[src/rtl/serdes_pkg.sv]
// serdes_pkg: shared constants and helpers for the SIPO/PISO serialiser family.
package serdes_pkg;
   localparam bit BIT_ORDER_LSB = 1'b1;
   localparam bit BIT_ORDER_MSB = 1'b0;
   function automatic int clog2(input int n);
      int r;
      r = 0;
      while ((1 << r) < n) r++;
      return r;
   endfunction
endpackage

[src/rtl/sipo_deser_word_if.sv]
// sipo_deser_word_if: serial input, word handshake and overflow signals of the deserialiser.
interface sipo_deser_word_if #(parameter int WIDTH = 8);
   import serdes_pkg::*;
   localparam int CNT_W = clog2(WIDTH);
   logic             ena;
   logic             data_in;
   logic             sync;
   logic [WIDTH-1:0] data_out;
   logic             out_valid;
   logic             out_ready;
   logic [CNT_W-1:0] bit_cnt;
   logic             overflow;
   logic             clr_ovf;
   modport master (output ena, data_in, sync, out_ready, clr_ovf,
                   input data_out, out_valid, bit_cnt, overflow);
   modport slave (input ena, data_in, sync, out_ready, clr_ovf,
                  output data_out, out_valid, bit_cnt, overflow);
endinterface

[src/rtl/serial_shift_core.sv]
// serial_shift_core: shift register and bit counter with frame-sync clear; pulses done_o with the completed word.
module serial_shift_core
   import serdes_pkg::*;
#(
   parameter int WIDTH     = 8,
   parameter bit LSB_FIRST = BIT_ORDER_LSB,
   localparam int CNT_W    = clog2(WIDTH)
) (
   input  logic             clk,
   input  logic             clr_n,
   input  logic             ena_i,
   input  logic             data_i,
   input  logic             sync_i,
   output logic [WIDTH-1:0] word_o,
   output logic             done_o,
   output logic [CNT_W-1:0] cnt_o
);
   logic [WIDTH-1:0] sr_q, sr_d, sr_base;
   logic [CNT_W-1:0] cnt_q, cnt_d, cnt_base;
   // sync clears first so a simultaneous strobe becomes bit 0 of the new frame
   always_comb begin
      sr_base  = sync_i ? '0 : sr_q;
      cnt_base = sync_i ? '0 : cnt_q;
      word_o   = LSB_FIRST ? {data_i, sr_base[WIDTH-1:1]} : {sr_base[WIDTH-2:0], data_i};
      done_o   = ena_i && (cnt_base == CNT_W'(WIDTH - 1));
      sr_d     = ena_i ? word_o : sr_base;
      cnt_d    = ena_i ? (done_o ? '0 : cnt_base + 1'b1) : cnt_base;
   end
   always_ff @(posedge clk) begin
      if (!clr_n) begin
         sr_q  <= '0;
         cnt_q <= '0;
      end else begin
         sr_q  <= sr_d;
         cnt_q <= cnt_d;
      end
   end
   assign cnt_o = cnt_q;
endmodule

[src/rtl/sipo_deser_word.sv]
// sipo_deser_word: serial-to-parallel word deserialiser with one-entry valid/ready holding register and sticky overflow.
module sipo_deser_word
   import serdes_pkg::*;
#(
   parameter int WIDTH     = 8,
   parameter bit LSB_FIRST = BIT_ORDER_LSB
) (
   input logic                clk,
   input logic                clr_n,
   sipo_deser_word_if.slave   bus
);
   logic [WIDTH-1:0] word, data_q, data_d;
   logic             done, load, drop;
   logic             valid_q, valid_d, ovf_q, ovf_d;
   serial_shift_core #(.WIDTH(WIDTH), .LSB_FIRST(LSB_FIRST)) u_core (
      .clk    (clk),
      .clr_n  (clr_n),
      .ena_i  (bus.ena),
      .data_i (bus.data_in),
      .sync_i (bus.sync),
      .word_o (word),
      .done_o (done),
      .cnt_o  (bus.bit_cnt)
   );
   // a word completing while the holder is full and not draining is dropped
   always_comb begin
      load    = done && (!valid_q || bus.out_ready);
      drop    = done && valid_q && !bus.out_ready;
      data_d  = load ? word : data_q;
      valid_d = load || (valid_q && !bus.out_ready);
      ovf_d   = drop || (ovf_q && !bus.clr_ovf);
   end
   always_ff @(posedge clk) begin
      if (!clr_n) begin
         data_q  <= '0;
         valid_q <= 1'b0;
         ovf_q   <= 1'b0;
      end else begin
         data_q  <= data_d;
         valid_q <= valid_d;
         ovf_q   <= ovf_d;
      end
   end
   assign bus.data_out  = data_q;
   assign bus.out_valid = valid_q;
   assign bus.overflow  = ovf_q;
endmodule

[src/flat_wrapper.sv]
// flat-port wrapper written by rule: the top's interface ports become plain ports
module sipo_deser_word_flat import serdes_pkg::*;
#(
   parameter int WIDTH     = 8,
   parameter bit LSB_FIRST = BIT_ORDER_LSB
)
  (clk, clr_n, bus_ena, bus_data_in, bus_sync, bus_out_ready, bus_clr_ovf, bus_data_out, bus_out_valid, bus_bit_cnt, bus_overflow);
  sipo_deser_word_if #(.WIDTH(WIDTH)) bus_i ();
  input logic clk;
  input logic clr_n;
  input wire logic [$bits(bus_i.ena)-1:0] bus_ena;
  input wire logic [$bits(bus_i.data_in)-1:0] bus_data_in;
  input wire logic [$bits(bus_i.sync)-1:0] bus_sync;
  input wire logic [$bits(bus_i.out_ready)-1:0] bus_out_ready;
  input wire logic [$bits(bus_i.clr_ovf)-1:0] bus_clr_ovf;
  output wire logic [$bits(bus_i.data_out)-1:0] bus_data_out;
  output wire logic [$bits(bus_i.out_valid)-1:0] bus_out_valid;
  output wire logic [$bits(bus_i.bit_cnt)-1:0] bus_bit_cnt;
  output wire logic [$bits(bus_i.overflow)-1:0] bus_overflow;
  assign bus_i.ena = bus_ena;
  assign bus_i.data_in = bus_data_in;
  assign bus_i.sync = bus_sync;
  assign bus_i.out_ready = bus_out_ready;
  assign bus_i.clr_ovf = bus_clr_ovf;
  assign bus_data_out = bus_i.data_out;
  assign bus_out_valid = bus_i.out_valid;
  assign bus_bit_cnt = bus_i.bit_cnt;
  assign bus_overflow = bus_i.overflow;
  sipo_deser_word #(.WIDTH(WIDTH), .LSB_FIRST(LSB_FIRST)) u_core (.clk(clk), .clr_n(clr_n), .bus(bus_i));
endmodule
[config.mk]
export PLATFORM = sky130hd
export DESIGN_NAME = sipo_deser_word_flat
export DESIGN_NICKNAME = d
export VERILOG_FILES = /design/src/rtl/serdes_pkg.sv /design/src/rtl/sipo_deser_word_if.sv /design/src/rtl/serial_shift_core.sv /design/src/rtl/sipo_deser_word.sv /design/src/flat_wrapper.sv
export SDC_FILE = /design/constraint.sdc
export NUM_CORES = 1
export LEC_CHECK = 0
export ABC_AREA = 1
export CORE_ASPECT_RATIO = 0.6
export CORE_MARGIN = 1
export CORE_UTILIZATION = 25
export CTS_CLUSTER_SIZE = 30
export DETAILED_ROUTE_END_ITERATION = 10
export GPL_ROUTABILITY_DRIVEN = 0
export PLACE_DENSITY = 0.5
export SETUP_SLACK_MARGIN = 0.5
export SYNTH_ARGS = -nofsm -noshare
export SYNTH_HDL_FRONTEND = slang
export SYNTH_SLANG_ARGS = --single-unit
[constraint.sdc]
create_clock -name clk -period 2.3 [get_ports clk]
set_clock_uncertainty 0.05 [all_clocks]
set_input_delay 0.23 -clock clk [delete_from_list [all_inputs] [get_ports clk]]
set_output_delay 0.23 -clock clk [all_outputs]
set_load 0.02 [all_outputs]
* After elaboration in Yosys (flattened, before gate mapping)
Cells that the tools add are included.
** Storage, ports and cells
- Flip-flop bits (word level) :: 20
- Logic and storage cells :: 24
- Output and inout port bits :: 13
- Input port bits :: 7
** Cells by class
- Add/sub/neg operators :: 1
- Muxes and demuxes :: 5
- Reductions and logical operators :: 12
- Equal/unequal tests :: 1
** Operator list (count)
- 8-bit 2-to-1 mux :: 2
- 3-bit 2-to-1 mux :: 3
- 1-bit logical AND :: 6
- 3-bit by 1-bit adder with 3-bit output (second input constant) :: 1
- 3-bit == test (second input constant) :: 1
- 1-bit logical NOT :: 3
- 1-bit logical OR :: 3

* Depth between registers and ports, before layout
Gate-level depths: netlist of the first run.
- Word-level depth :: 6
- Mapped depth :: 11

* Hierarchy
Synthesis of the first run repeated with hierarchy kept, for this count alone.
** Unflattened totals
- Cell total of the unflattened synthesis :: 147
- Area, all modules :: 1024.7 um^2
** By module, submodules not included
- serial_shift_core :: instances 1, area an instance 555.5 um^2, cells each 84, seq. area each 200.2 um^2
- sipo_deser_word :: instances 1, area an instance 469.2 um^2, cells each 63, seq. area each 200.2 um^2

* Worst setup path before layout of the first run
No wires, ideal clock.
- Path type :: flip-flop to flip-flop
- Start :: register u_core.u_core.cnt_q[1], in the netlist u_core.u_core.cnt_o[1]
- End :: register u_core.data_q[7], in the netlist u_core.bus.data_out[7]
- Cell stages (with the launch flop) :: 11
- Data arrival time :: 1.357 ns
- Required time :: 2.135 ns
- Buffers on the path :: 1
- Library setup time :: 0.115 ns
- Setup slack :: 0.778 ns
- Cell sequence :: dfxtp_1 inv_1 nor2_1 ha_1 ha_1 nand2_4 inv_6 buf_12 nand3_1 nand2_1 nor2_1
** Between the ends
- Longest elaborated chain between the ends :: 4
** RTL lines
- from (decl) :: RTL line serial_shift_core.sv:19 : logic [CNT_W-1:0] cnt_q, cnt_d, cnt_base;
- from (signal assigned) :: RTL line serial_shift_core.sv:35 : cnt_q <= cnt_d;
- 3-bit 2-to-1 mux :: RTL line serial_shift_core.sv:23 : cnt_base = sync_i ? '0 : cnt_q;
- 3-bit == test :: RTL line serial_shift_core.sv:25 : done_o = ena_i && (cnt_base == CNT_W'(WIDTH - 1));
- 1-bit logical AND :: RTL line serial_shift_core.sv:25
- 1-bit logical AND :: RTL line sipo_deser_word.sv:27 : load = done && (!valid_q || bus.out_ready);
- to (signal assigned) :: RTL line sipo_deser_word.sv:39 : data_q <= data_d;
- to (decl) :: RTL line sipo_deser_word.sv:12 : logic [WIDTH-1:0] word, data_q, data_d;
No other way between the ends.
A chain may end at the register's enable or synchronous reset.

* Final worst setup path of the first run
- Start :: input port bus_sync
- End :: register u_core.data_q[0], in the netlist u_core.bus.data_out[0]
** Between the ends
- Longest elaborated chain between the ends :: 4
** RTL lines
- from (decl) :: RTL line flat_wrapper.sv:13 : input wire logic [$bits(bus_i.sync)-1:0] bus_sync;
- 3-bit 2-to-1 mux :: RTL line serial_shift_core.sv:23
- 3-bit == test :: RTL line serial_shift_core.sv:25
- 1-bit logical AND :: RTL line serial_shift_core.sv:25
- 1-bit logical AND :: RTL line sipo_deser_word.sv:27
Parallel ways exist; a longest one is shown, timed or not. The select of a mux whose other input is x is not followed.

==> flow_summary.toml, run 1 <==
[worst_setup_path]
reg2reg_from = "u_core.u_core.cnt_o[1]"
crit_path_end_kind = "register"
path_class = "input port to register"
reg2reg_depth = 9
cp_common_cell = "ha_1"
rrSetupSlack_ps = 850
cp_data_required_time_ps = 2400
crit_fanout = 17
r2r-end = "u_core.bus.data_out[2]"
arrival_ps = 1640
slowest_stage = "dlygate4sd2_1"
slowest_delay_ps = 340
path_cells = "dlygate4sd2_1, inv_2, nand2_1, inv_1, ha_1, ha_1, nand2_4, inv_6, a21oi_1, nor2_1"
critical_path.startpoint_type = "input port"

[global_route]
grt-ovfl-total = 0
grt.total_usage_pct = 9.960
grt_pass1_wl_mm = 2.973
grt_pass1_vias = 677
grt_max_degree = 18
grt_antenna_before_repair = 0

[clocking]
clkTransAtPathRegs_ps = 70
clockRootBuffer = "clkbuf_8"
max-clock-path-buffers = 2
cts_buffers = 3
post_cts_buffers = 0
clkSinkCount = 20
h-tree-depth = 1
clock_latency_ps = 260
cts_tree = "yes"
postCtsHoldBufs = 0

[sta]
fmax_mhz = 648.3
rsz0062_at_grt = "no"
finalMaxSlewViolations = 0
tns_ps = 0
worst_pin_slew_ps = 356.3
worst_slack_ps = 757.5
hold_viol = 0
slew_headroom_pct = 76.17
setup_viol = 0
post-route-min-period_ps = 1542
min_period_over_period_pct = 67.06

[hold_path]
hold_end = "u_core.bus.overflow"
min_from = "u_core.bus.overflow"
hold_class = "register to register"
min_path_cells = 2

[die]
die_height_um = 48.63
fp.dieW_um = 79.71
fp-row-count = 16
pin_count = 20
design.die.area_mm2 = 0.003876
initial_core_util_pct = 26.93
core_area_mm2 = 0.003363

[synth]
ys_seq_area_share_pct = 44.20
synth-seq-cells = 20
syn_inst = 124
syn_area_um2 = 905.9
synth.net_count = 133
ys_warn_count = 0
synth.distinct_cells = 19
syn_area_per_cell_um2 = 7.305

[finish]
nets = 154
num_antenna_cells = 0
nFillCells = 355
drive_above_1_share_pct = 8.333
syn2layout_area_growth_pct = 29.14
final-instance-count-excl-fill = 189

[pwr]
pwr_density_cell_mw_per_mm2 = 578.3
p_leak_nw = 0.4783
ir_worst_vdd_mv = 0.1657

[route]
vias_per_cell = 4.190
routedWlPerCell_um = 9.524
drt_iter0_drc = 63
first_pass_iters = 5
num_vias = 792
drc = 0
route.antenna.remaining_nets = 0
totalWireLength_mm = 1.800

[flow_run]
maxCapViolations = 0

[placed_design]
io_buffers = 19
preCtsSetupSlack_ps = 209.2
post-place-cells = 185
dp_hpwl_mm = 1.335

[status]
status = "finished clean"
[registers in the layout (all words and copies together), names as in the netlist]
signal,flops
u_core.u_core.sr_q,7
u_core.bus.data_out,8
u_core.u_core.cnt_o,3
u_core.bus.overflow,1
u_core.bus.out_valid,1
[cell usage after synthesis, drive strengths merged]
cell type / count / share of area (%)
a21oi: 16 / 9.3
buf: 5 / 5.7
dfxtp: 20 / 44
ha: 2 / 2.8
inv: 15 / 6.8
nand2: 27 / 12
nand3: 12 / 7.2
nor2: 22 / 9.1
o21ai: 5 / 2.8
[layout make-up]
type | instances | area, µm² | share of cell area, %
Clock buffer | 4 | 55.05 | 4.706
Inverter | 15 | 61.31 | 5.241
Multi-Input combinational cell | 84 | 392.9 | 33.58
Sequential cell | 20 | 400.4 | 34.22
Tap cell | 45 | 56.30 | 4.813
Timing Repair Buffer | 21 | 203.9 | 17.43
[routing by layer]
| metal | global-route usage [%] | wire [µm] | part of all wire [%] | vias up |
|---|---|---|---|---|
| li1 | - | - | - | 435 |
| met1 | 14.63 | 977 | 54 | 337 |
| met2 | 12.96 | 697 | 39 | 18 |
| met3 | 3.585 | 103 | 5.7 | 2 |
| met4 | 3.636 | 22 | 1.2 | 0 |
| met5 | 0 | 0 | 0 | - |
[cells in the final DEF, fill, tap and decap left out, drive strengths merged]
master	netlist	routed
a21oi	16	16
buf	5	2
clkbuf	0	4
clkdlybuf4s50	0	18
dfxtp	20	20
dlygate4sd2	0	1
ha	2	2
inv	15	15
nand2	27	27
nand3	12	12
nor2	22	22
o21ai	5	5
[through the flow]
step | util [%] | power, mW | hold slack (ps) | area [µm²]
3_3_place_gp | 33.18 | 0.4218 | 415.7 | 1116
5_1_grt | 34.78 | 0.7174 | 436.2 | 1170
2_1_floorplan | - | 0.3992 | 302.7 | 905.9
4_1_cts | 34.78 | 0.6883 | 431.6 | 1170
6_report | 34.78 | 0.6766 | 425.3 | 1170
3_5_place_dp | 33.18 | 0.4218 | 421.1 | 1116
[worst max-delay path, delay by kind of cell]
kind	cells	cell delay, ps
buf+inv	4	580
fa+ha+maj	2	420
simple gates	3	260
compound gates	1	130
[repair_timing]
action,4_1_cts,5_1_grt
endpoints found under the setup margin,4,0
gates resized for setup,1,0
endpoints found under the hold margin,0,0
[report_power, final]
| group | internal [mW] | switching [mW] | leakage, nW | total (mW) |
|---|---|---|---|---|
| Sequential | 0.354 | 0.00326 | 0.163 | 0.357 |
| Combinational | 0.0235 | 0.0325 | 0.287 | 0.0560 |
| Clock | 0.152 | 0.111 | 0.0288 | 0.264 |
[how the worst max path moves through the flow]
stage | startpoint | endpoint | cells after the start
finish | bus_sync | u_core.bus.data_out[0] | 10
global route | bus_sync | u_core.bus.data_out[1] | 11
CTS | bus_sync | u_core.bus.data_out[0] | 10
detailed placement | bus_sync | u_core.bus.data_out[0] | 10
global placement | bus_sync | u_core.bus.data_out[2] | 10
floorplan | u_core.u_core.cnt_o[1] | u_core.bus.data_out[7] | 10
[cells by family after synthesis]
| group | Yosys count | synth area share, % |
|---|---|---|
| simple gates | 61 | 28.59 |
| flops | 20 | 44.20 |
| compound gates | 21 | 12.02 |
| buf+inv | 20 | 12.43 |
| fa+ha+maj | 2 | 2.762 |
Power figures use the tool's default switching activity.
==> run 2: changes to the inputs <==
- clock period: 2.3 -> 1.59 ns (I/O delays scaled with it)
==> run 2 against run 1 <==
Core utilization rose by 3.8 points. Largest power group unchanged. Cell count rose by 5.3%. Critical path depth fell by 1. Setup slack got worse by 480 ps. First-iteration DRC count fell by 52%. Sequential share of layout area fell by 2.7 points. Flip-flop and latch count did not move. Cell area rose by 11%. Die area did not move. Global-route usage rose by 2.0 points. Routed wire length rose by 23%. Critical path type is now register to register.
==> flow_summary.toml, run 2 (synthesis gave the netlist of run 1 again) <==
[clocking]
cts_buffers = 3
postCtsHoldBufs = 0
h-tree-depth = 1
cts_tree = "yes"
clock_latency_ps = 260
clockRootBuffer = "clkbuf_8"
clkSinkCount = 20
clkTransAtPathRegs_ps = 80
max-clock-path-buffers = 2

[finish]
layout_common_cells = "nand2_1 (23), nor2_1 (21), dfxtp_1 (17), a21oi_1 (12), buf_2 (11)"
num_antenna_cells = 0
syn2layout_area_growth_pct = 43.09
nets = 164
drive_above_1_share_pct = 35.06
design_area_mm2 = 0.001296
largest_reg_flops = 8
nFillCells = 365
layout_commonest_cell = "nand2_1"

[worst_setup_path]
rrSetupSlack_ps = 280
crit_path_start = "u_core.u_core.cnt_o[1]"
cp_data_required_time_ps = 1700
critical_path.startpoint_type = "register"
arrival_ps = 1420
reg2reg_from = "u_core.u_core.cnt_o[1]"
crit_path_end_kind = "register"
crit_fanout = 5
path_class = "register to register"

[route]
route.met3.wl_um = 108
num_vias = 870
totalWireLength_mm = 2.220
drc = 0
drt_iter0_drc = 30
route.antenna.remaining_nets = 0
first_pass_iters = 4
vias_per_cell = 4.372
wl_met1_mm = 1.198
dr.max_layer_used = "met4"
routedWlPerCell_um = 11.16
wl_met2_um = 890

[placed_design]
dp_hpwl_mm = 1.497
io_buffers = 19
placed_area_mm2 = 0.001206

[sta]
tns_ps = 0
hold_viol = 0
post-route-min-period_ps = 1313
min_period_over_period_pct = 82.59
rsz0062_at_grt = "yes"
setup_viol = 0
timing.hold.ws_ps = 428.6
fmax_mhz = 761.5
slew_headroom_pct = 77.70
worst_pin_slew_ps = 333.4
finalMaxSlewViolations = 0

[die]
design.die.area_mm2 = 0.003876
pin_count = 20
fp-row-count = 16
fp.dieW_um = 79.71
die_height_um = 48.63
initial_core_util_pct = 26.93
core_area_mm2 = 0.003363

[status]
status = "finished clean"

[hold_path]
hold_class = "register to register"
min_from = "u_core.bus.data_out[0]"

[flow_run]
maxCapViolations = 0

[pwr]
pwr_density_cell_mw_per_mm2 = 867.5
p_leak_nw = 0.5495
finalPower_mw = 1.124
ir_worst_vdd_mv = 0.3584

[global_route]
grt_max_degree = 18
grt_antenna_before_repair = 0
grt-ovfl-total = 0
grt_pass1_wl_mm = 3.525
grt_pass1_vias = 758
grt.total_usage_pct = 11.97
## run 2: cell count changes in the layout (fill, tap and decap cells not counted), moves of 3 or more
cell / previous run / this run
buf_2: 0 / 11
clkdlybuf4s50_1: 18 / 4
dfxtp_1: 20 / 17
a21oi_2: 1 / 4
buf_4: 2 / 9
nand3_1: 11 / 7
inv_1: 13 / 9
a21oi_1: 15 / 12
nand3_2: 1 / 5
## run 2: layer usage
layer / GRT usage [%] / vias up
met1: 16.99 / 396
met4: 3.636 / 0
li1: - / 455
met5: 0 / -
met3: 3.962 / 2
met2: 16.95 / 17
## run 2: worst paths after layout
path / end / cells after the start
worst max-delay path: u_core.bus.data_out[6] / 9
worst min-delay path: u_core.bus.data_out[0] / 2
worst max register to register: u_core.bus.data_out[6] / 9
worst min register to register: u_core.bus.data_out[0] / 2
## run 2: critical path: stages, from the launching register on
cell	delay [ps]
dfxtp_4	360
inv_4	30
nor2_4	100
ha_4	150
ha_4	160
nand2_8	90
inv_8	70
nand3_1	60
nand2_1	80
nor2_1	50
## run 2: final cells by class
type,instances,area [µm²],area share [%]
Tap cell,45,56.30,4.344
Sequential cell,20,409.1,31.56
Clock inverter,1,30.03,2.317
Inverter,15,70.07,5.405
Timing Repair inverter,3,22.52,1.737
Timing Repair Buffer,28,196.4,15.15
Multi-Input combinational cell,84,470.5,36.29
Clock buffer,3,41.29,3.185
## run 2: power breakdown
part | switching (mW) | total [mW] | internal, mW
clock network | 0.175 | 0.511 | 0.336
registers | 0.00595 | 0.516 | 0.510
logic | 0.0576 | 0.0979 | 0.0403
## run 2: what timing repair did
| item | CTS | global route |
|---|---|---|
| setup endpoints to repair | 29 | 24 |
| gates resized for setup | 43 | 22 |
| hold endpoints to repair | 0 | 0 |
| buffers inserted | 0 | 2 |
| pin swaps | 2 | 4 |
| gates cloned | 3 | 0 |
## run 2: metrics by stage
step	worst slack (ps)	utilization, %	std cells
detailed placement	-201.7	35.86	190
floorplan	251.4	-	124
global route	208.4	38.54	199
global placement	-142.5	35.86	190
CTS	288.2	39.10	197
finish	276.8	38.54	199
==> run 3: changes to the inputs <==
- clock period: 1.59 -> 1.3 ns (I/O delays scaled with it)
==> run 3 against run 2 <==
The run now ends with setup timing left. Routed wire length down 2.5%. Global-route usage about the same. Setup slack worse by 300 ps. Flip-flop and latch count unchanged. Maximum frequency down 0.72%. Via count up 0.11%. Largest power group unchanged. Critical endpoint is now u_core.bus.data_out[2]. First-iteration DRC count down 13%. Power up 9.8%. Critical path depth unchanged. Register-to-register slack worse by 300 ps. Sequential share of layout area down 1.9 points. Clock-buffer cell count up 1.
==> flow_summary.toml, run 3 (synthesis gave the netlist of run 1 again) <==
[worst_setup_path]
reg2reg_depth = 9
path_class = "register to register"
crit_fanout = 5
arrival_ps = 1430
cp_num_buf_inv = 2
cp.depth = 9
path_cells = "inv_2, nor2_4, ha_4, ha_4, nand2_8, inv_8, nand3_2, nand2_2, nor2_2"
critical_path.startpoint_type = "register"
cp_data_required_time_ps = 1410
slowest_stage = "dfxtp_4"
path_delay_family = "simple AND/OR/NAND/NOR gates"
crit_path_end_kind = "register"
cp_common_cell = "ha_4"
slowest_delay_ps = 350

[finish]
regArea_um2 = 424.2
syn2layout_area_growth_pct = 58.01
layout_commonest_cell = "nand2_1"
num_antenna_cells = 0
nFillCells = 351
nets = 168
layout_common_cells = "nand2_1 (21), nor2_1 (17), buf_4 (14), dfxtp_2 (13), buf_6 (12)"
largest_reg_flops = 8
multiInputGateArea_um2 = 511.7
drive_above_1_share_pct = 52.53
fin_util_pct = 42.56

[route]
first_pass_iters = 4
num_vias = 871
drt_iter0_drc = 26
totalWireLength_mm = 2.165
drc = 0
routedWlPerCell_um = 10.67
vias_per_cell = 4.291
route.antenna.remaining_nets = 0

[pwr]
ir_worst_vdd_mv = 0.3429
p_switching_mw = 0.2865
p_leak_nw = 0.5944
internal_power_mw = 0.9483
pwr_density_cell_mw_per_mm2 = 862.7
seqPwrFrac_pct = 51.1
p_comb_share_pct = 10.4
p_clk_share_pct = 38.5
finalPower_mw = 1.235
p_sw_share_pct = 23.20

[global_route]
grt_max_degree = 18
grt_pass1_vias = 815
grt_antenna_before_repair = 0
grt.total_usage_pct = 12.02
grt_pass1_wl_mm = 3.594
grt-ovfl-total = 0

[hold_path]
hold_class = "input port to register"
min_path_cells = 4

[flow_run]
maxCapViolations = 0

[clocking]
clkSinkCount = 20
max-clock-path-buffers = 2
postCtsHoldBufs = 0
clock_latency_ps = 260
clockRootBuffer = "clkbuf_8"
h-tree-depth = 1
cts_tree = "yes"
clkTransAtPathRegs_ps = 70
cts_buffers = 3

[die]
design.die.area_mm2 = 0.003876
initial_core_util_pct = 26.93
core_area_mm2 = 0.003363
fp.dieW_um = 79.71
die_height_um = 48.63
pin_count = 20
fp-row-count = 16

[sta]
worst_pin_slew_ps = 382.3
fmax_mhz = 756.0
slew_headroom_pct = 74.42
hold_viol = 0
min_period_over_period_pct = 101.7
worst_slack_ps = -22.67
post-route-min-period_ps = 1323
finalMaxSlewViolations = 0
setup_viol = 8
rsz0062_at_grt = "yes"

[status]
violations = "setup timing"
status = "complete, but fails checks"

[placed_design]
preCtsSetupSlack_ps = -469.4
io_buffers = 19
dp_hpwl_mm = 1.529
## run 3: cell types whose count changed in the layout (fill, tap and decap cells not counted), moves of 3 or more
cell,delta
a21oi_2,+3
dfxtp_2,+12
dfxtp_1,-12
a21oi_1,-3
buf_6,+12
buf_2,-10
nor2_1,-4
nor2_2,+4
buf_4,+5
## run 3: routing by layer
| layer | up-vias | wire length, µm | track usage [%] |
|---|---|---|---|
| met1 | 392 | 1163 | 16.80 |
| met2 | 17 | 911 | 17.38 |
| met3 | 0 | 90 | 4.528 |
| met5 | - | 0 | 0 |
| li1 | 462 | - | - |
| met4 | 0 | 0 | 2.727 |
## run 3: tightest hold or removal path: stages
cell and delay [ps]:
clkbuf_2 150, nor2_4 60, nand2_1 60, a21oi_2 50
## run 3: worst paths after layout
kind / from / endpoint / slack (ps)
worst max register to register: u_core.u_core.cnt_o[1] / u_core.bus.data_out[2] / -20
worst min register to register: u_core.bus.data_out[2] / u_core.bus.data_out[2] / 420
worst min-delay path: bus_sync / u_core.u_core.cnt_o[1] / 180
worst max-delay path: u_core.u_core.cnt_o[1] / u_core.bus.data_out[2] / -20
## run 3: area by class of cell
type | instances | area share (%)
Sequential cell | 20 | 29.63
Multi-Input combinational cell | 84 | 35.75
Tap cell | 45 | 3.934
Timing Repair inverter | 2 | 1.224
Clock buffer | 4 | 3.846
Timing Repair Buffer | 33 | 20.98
Inverter | 15 | 4.633
## run 3: power by group through the flow
stage	clock, mW	combinational (mW)	sequential, mW
after global placement	0	0.119	0.645
after global routing	0.531	0.143	0.633
after detailed placement	0	0.121	0.645
after CTS	0.491	0.122	0.630
after floorplan	0	0.0619	0.647
final	0.475	0.128	0.632
## run 3: per-stage QoR
stage / hold slack, ps / instance area (µm²) / instances / TNS (ps)
4_1_cts: 330.4 / 1366 / 203 / -12.06
2_1_floorplan: 202.8 / 958.4 / 124 / -289.4
5_1_grt: 210.8 / 1431 / 203 / -720.8
3_5_place_dp: 416.7 / 1229 / 193 / -6285
3_3_place_gp: 414.6 / 1229 / 193 / -5545
6_report: 183.7 / 1431 / 203 / -97.25
## run 3: timing repair
action,4_1_cts,5_1_grt
setup endpoints to repair,33,33
hold endpoints to repair,0,0
cloned,2,0
buffers inserted,4,0
gates resized for setup,91,29
pin swaps,2,9
